[src/rtl/sccb_write_arbiter.sv]
// Two-requester SCCB register-write arbiter driving a small I2C core register bus.
// Latency: done pulses 7 cycles after grant plus cycles spent waiting on bus_ready.
// Backpressure: requests wait in IDLE while busy; bus_ready stalls the wait states.
module sccb_write_arbiter #(
    parameter int          MAX_RETRY   = 3,
    parameter logic [15:0] TIMEOUT_CYC = 16'd50000
) (
    input  logic       clk,
    input  logic       reset,
    input  logic       req0,
    input  logic [7:0] req0_slave,
    input  logic [7:0] req0_reg,
    input  logic [7:0] req0_data,
    output logic       done0,
    output logic       err0,
    input  logic       req1,
    input  logic [7:0] req1_slave,
    input  logic [7:0] req1_reg,
    input  logic [7:0] req1_data,
    output logic       done1,
    output logic       err1,
    output logic [2:0] bus_address,
    output logic [7:0] bus_writedata,
    output logic       bus_write,
    input  logic       bus_ready,
    input  logic       bus_success,
    output logic       busy
);

    localparam int RW = $clog2(MAX_RETRY + 2);

    typedef enum logic [2:0] {
        IDLE, W_SLV, W_REG, W_DAT, W_CTL, WAIT_BUSY, WAIT_DONE, RESP
    } state_t;

    state_t          state_q, state_d;
    logic [7:0]      slave_q, slave_d;
    logic [7:0]      reg_q, reg_d;
    logic [7:0]      data_q, data_d;
    logic            gnt_q, gnt_d;     // owner of the transaction in flight
    logic            last_q, last_d;   // requester granted most recently
    logic            err_q, err_d;
    logic [RW-1:0]   retry_q, retry_d;
    logic [15:0]     tmo_q, tmo_d;
    logic            pick;
    logic            tmo_hit;

    // On contention the requester not served last wins; otherwise whoever asks.
    assign pick    = (req0 && req1) ? ~last_q : req1;
    assign tmo_hit = (tmo_q == (TIMEOUT_CYC - 16'd1));
    assign busy    = (state_q != IDLE);

    // State and datapath registers, all cleared asynchronously.
    always_ff @(posedge clk or posedge reset) begin
        if (reset) begin
            state_q <= IDLE;
            slave_q <= 8'h00;
            reg_q   <= 8'h00;
            data_q  <= 8'h00;
            gnt_q   <= 1'b0;
            last_q  <= 1'b1;
            err_q   <= 1'b0;
            retry_q <= '0;
            tmo_q   <= 16'd0;
        end else begin
            state_q <= state_d;
            slave_q <= slave_d;
            reg_q   <= reg_d;
            data_q  <= data_d;
            gnt_q   <= gnt_d;
            last_q  <= last_d;
            err_q   <= err_d;
            retry_q <= retry_d;
            tmo_q   <= tmo_d;
        end
    end

    // Next-state, counter and bus/response output decode.
    always_comb begin
        state_d       = state_q;
        slave_d       = slave_q;
        reg_d         = reg_q;
        data_d        = data_q;
        gnt_d         = gnt_q;
        last_d        = last_q;
        err_d         = err_q;
        retry_d       = retry_q;
        tmo_d         = tmo_q;
        bus_write     = 1'b0;
        bus_address   = 3'b000;
        bus_writedata = 8'h00;
        done0         = 1'b0;
        err0          = 1'b0;
        done1         = 1'b0;
        err1          = 1'b0;
        case (state_q)
            IDLE: begin
                if (req0 || req1) begin
                    gnt_d   = pick;
                    last_d  = pick;
                    slave_d = pick ? req1_slave : req0_slave;
                    reg_d   = pick ? req1_reg   : req0_reg;
                    data_d  = pick ? req1_data  : req0_data;
                    retry_d = '0;
                    err_d   = 1'b0;
                    state_d = W_SLV;
                end
            end
            W_SLV: begin
                bus_write     = 1'b1;
                bus_address   = 3'b001;
                bus_writedata = slave_q;
                state_d       = W_REG;
            end
            W_REG: begin
                bus_write     = 1'b1;
                bus_address   = 3'b010;
                bus_writedata = reg_q;
                state_d       = W_DAT;
            end
            W_DAT: begin
                bus_write     = 1'b1;
                bus_address   = 3'b011;
                bus_writedata = data_q;
                state_d       = W_CTL;
            end
            W_CTL: begin
                bus_write     = 1'b1;
                bus_address   = 3'b000;
                bus_writedata = 8'h01;
                tmo_d         = 16'd0;
                state_d       = WAIT_BUSY;
            end
            WAIT_BUSY: begin
                if (tmo_hit) begin
                    err_d   = 1'b1;
                    state_d = RESP;
                end else if (!bus_ready) begin
                    tmo_d   = 16'd0;
                    state_d = WAIT_DONE;
                end else begin
                    tmo_d = tmo_q + 16'd1;
                end
            end
            WAIT_DONE: begin
                if (tmo_hit) begin
                    err_d   = 1'b1;
                    state_d = RESP;
                end else if (bus_ready) begin
                    if (bus_success) begin
                        err_d   = 1'b0;
                        state_d = RESP;
                    end else if (retry_q < RW'(MAX_RETRY)) begin
                        retry_d = retry_q + RW'(1);
                        state_d = W_SLV;
                    end else begin
                        err_d   = 1'b1;
                        state_d = RESP;
                    end
                end else begin
                    tmo_d = tmo_q + 16'd1;
                end
            end
            RESP: begin
                done0   = ~gnt_q;
                err0    = ~gnt_q & err_q;
                done1   = gnt_q;
                err1    = gnt_q & err_q;
                state_d = IDLE;
            end
            default: state_d = IDLE;
        endcase
    end

endmodule

[config.mk]
export PLATFORM = sky130hd
export DESIGN_NAME = sccb_write_arbiter
export DESIGN_NICKNAME = d
export VERILOG_FILES = /design/src/rtl/sccb_write_arbiter.sv
export SDC_FILE = /design/constraint.sdc
export NUM_CORES = 1
export LEC_CHECK = 0
export ABC_AREA = 1
export CAP_MARGIN = 25
export CORE_ASPECT_RATIO = 1.5
export CORE_MARGIN = 2
export CORE_UTILIZATION = 45
export CTS_BUF_LIST = sky130_fd_sc_hd__clkbuf_4
export DETAILED_ROUTE_END_ITERATION = 10
export PLACE_DENSITY = 0.79
export SYNTH_ARGS = -nofsm -noshare
export SYNTH_HDL_FRONTEND = slang
export SYNTH_SLANG_ARGS = --single-unit
[constraint.sdc]
create_clock -name clk -period 1.55 [get_ports clk]
set_input_delay 0.465 -clock clk [delete_from_list [all_inputs] [get_ports clk]]
set_output_delay 0.465 -clock clk [all_outputs]
set_load 0.03 [all_outputs]
==> run metrics <==
outcome finished, violations left; violations in the final reports setup timing; IO Pins a little over 70; initial antenna violation count 0; H-tree depth 2; syn_area_per_cell 6.88 um2; RSZ-0062 raised after global routing yes; Reg power frac 0.239; Post-synth ARST share 1.00; TritonCTS clock tree built; VDD IR max 1450 uV; Area Growth Syn to Fin 66.8%; Max Root-Sink Buffers 2; CTS root buf clkbuf_4; Worst EP arrival 1.73 ns; CP endpoint kind output pin; sw power 4.13 mW; vias in the first global route 3,808; Top FF cell, synth dfrtp_1; area share of the largest cell type after synthesis 0.390; Place WS -0.352 ns; TritonCTS Buffers 5; largest net degree at the start of global routing 31; Clock Skews ~0.022 ns; Final setup viols 65; Final Core Density 0.780; Tcrit/Tclk final 1.42; Clk pwr share 0.076; Clock Pin Slew Worst Setup and Hold Paths 0.16 ns; DR vias/cell between 5 and 6; Max-Cap Viols 0; first-pass GRT wire length ~17 mm; crit start category flip-flop; layout cells sized above 1 0.360; WS Path Type reg -> out; P per Cell Area 1690 nW/um2; fin cells ~670; initial core utilization 0.468; Final Max Tran Viols 0; # rows 36; filler instances approximately 400; clk_lat worst skew 0.40 ns; synthesis warning total 0; Final Hold Vio Count 0; cell taking the most area after synthesis dfrtp_1; largest cells by area after synthesis dfrtp_1 (39%), nand2_1 (17%), o21ai_0 (7.3%); Iter 0 DRT Violations 260; Routed WL between 10 and 15 mm; synthesis-stage register bit count 49; cell count after synthesis 447; sequential area share after synthesis 0.399; placed cells approximately 630; Post-synth EDFFs 0; worst min-delay path category in -> async; vias post-DR ~3.9k; Total Nets Final 650; internal power 4.54 mW; placeable core region roughly 6600 um2; n_diodes 0; Die H roughly 110 um; gr usage total 0.286; synthesized net count about 500; combinational power share 0.685; Residual DRC 0; Cell variety after synth 33; Post-Syn Area between 3000 and 4000 um2; PortBufs a little under 70; most frequent cells after synthesis nand2_1 (140), nor2_1 (54), dfrtp_1 (48); gpl congestion between 0.8 and 0.9; Sw Share 0.476; Tmin final between 2 and 2.5 ns; gr ovfl total 0; Detail Route Antenna Nets 0; Die Wd 71.5 um; Final HPWL DP a little under 7 mm; Worst Path Max Fanout 5; cts hold-fix bufs 0; Lkg Pwr 2.46 nW; clock sink total 49; worst path required time 1.08 ns; Final WS setup -0.647 ns; Die ar. 7530 um2; TritonRoute pass-1 iters 5; most frequent cell after synthesis nand2_1; setup TNS -24.93 ns; Max Fclk 455 MHz; wire length per cell between 15 and 20 um
[worst paths after layout]
kind | start | endpoint | slack (ns) | cells after the start
max | state_q[0] | done1 | -0.65 | 4
min | reset | state_q[0] | 0.33 | 2
max reg2reg | state_q[1] | reg_q[2] | -0.58 | 14
min reg2reg | last_q | last_q | 0.52 | 2
max in group asynchronous | reset | last_q | 0.73 | 3
min in group clk | last_q | last_q | 0.52 | 2
[through the flow]
stage               hold slack [ns]  area, um2  total power, mW
floorplan                     0.447       3200             4.37
global placement              0.462       4310             5.69
detailed placement            0.471       4310             5.83
CTS                           0.326       4730             7.36
global route                  0.338       5130             9.02
finish                        0.326       5130             8.67
[registers in the layout, indices dropped and copies added, names as in the netlist]
| name | flops |
|---|---|
| data_q | 8 |
| err_q | 1 |
| gnt_q | 1 |
| last_q | 1 |
| reg_q | 8 |
| retry_q | 3 |
| slave_q | 8 |
| state_q | 3 |
| tmo_q | 16 |
[power by group through the flow]
stage               Sequential [mW]  Clock, mW  Combinational (mW)
CTS                            2.01      0.651                4.70
floorplan                      1.92          0                2.45
detailed placement             2.01          0                3.83
finish                         2.07      0.663                5.94
global placement               1.98          0                3.71
global route                   2.09      0.709                6.22
[final cells by class]
type / count / area, um2 / share of cell area
clock buffer: 7 / 52.6 / 0.0102
clock inverter: 1 / 3.75 / 0.000731
inverter: 49 / 220 / 0.0429
multi-input combinational: 335 / 2020 / 0.393
sequential: 49 / 1230 / 0.240
tap: 76 / 95.1 / 0.0185
timing repair buffer: 148 / 1470 / 0.286
timing repair inverter: 6 / 46.3 / 0.00902
[kinds of logic after synthesis]
group                      count (synthesis)  share of synthesized area
adders and majority gates                  2                    0.00813
AOI/OAI and AO/OA                         74                      0.135
buffers and inverters                     63                     0.0874
DFF                                       49                      0.399
and+or+nand+nor                          252                      0.352
other                                      1                    0.00122
xor gates and xnor gates                   6                     0.0171
[routing by layer]
metal | up-vias | track usage | share of wire
li1 | 1744 | - | -
met1 | 1844 | 0.285 | 0.33
met2 | 217 | 0.527 | 0.55
met3 | 68 | 0.0602 | 0.058
met4 | 0 | 0.164 | 0.063
met5 | - | 0 | 0
[critical path: stages, from the launching register on]
cell     delay [ns]
dfrtp_2        0.52
buf_4          0.18
nand3_1        0.21
nor2_1         0.22
buf_4          0.19
[placed cells by master (no fill, tap or decap), types with 7 or more instances in the layout]
cell and instances:
nand2_1 101, o21ai_1 24, inv_1 36, o22ai_1 7, o21ai_2 14, clkdlybuf4s50_1 53, buf_4 61, dfrtp_1 46
buf_12 7, nand3_1 28, clkbuf_4 7, nor2_1 47, nand2_4 12, nand4_1 10, nand2_2 30, buf_6 23
o21ai_0 14
[what timing repair did]
action | in CTS | in global routing
setup buffers | 10 | 15
gates cloned | 6 | 2
endpoints found under the setup margin | 65 | 65
pin swaps | 11 | 28
resized for setup | 78 | 89
(Power assumes the default switching activity.)
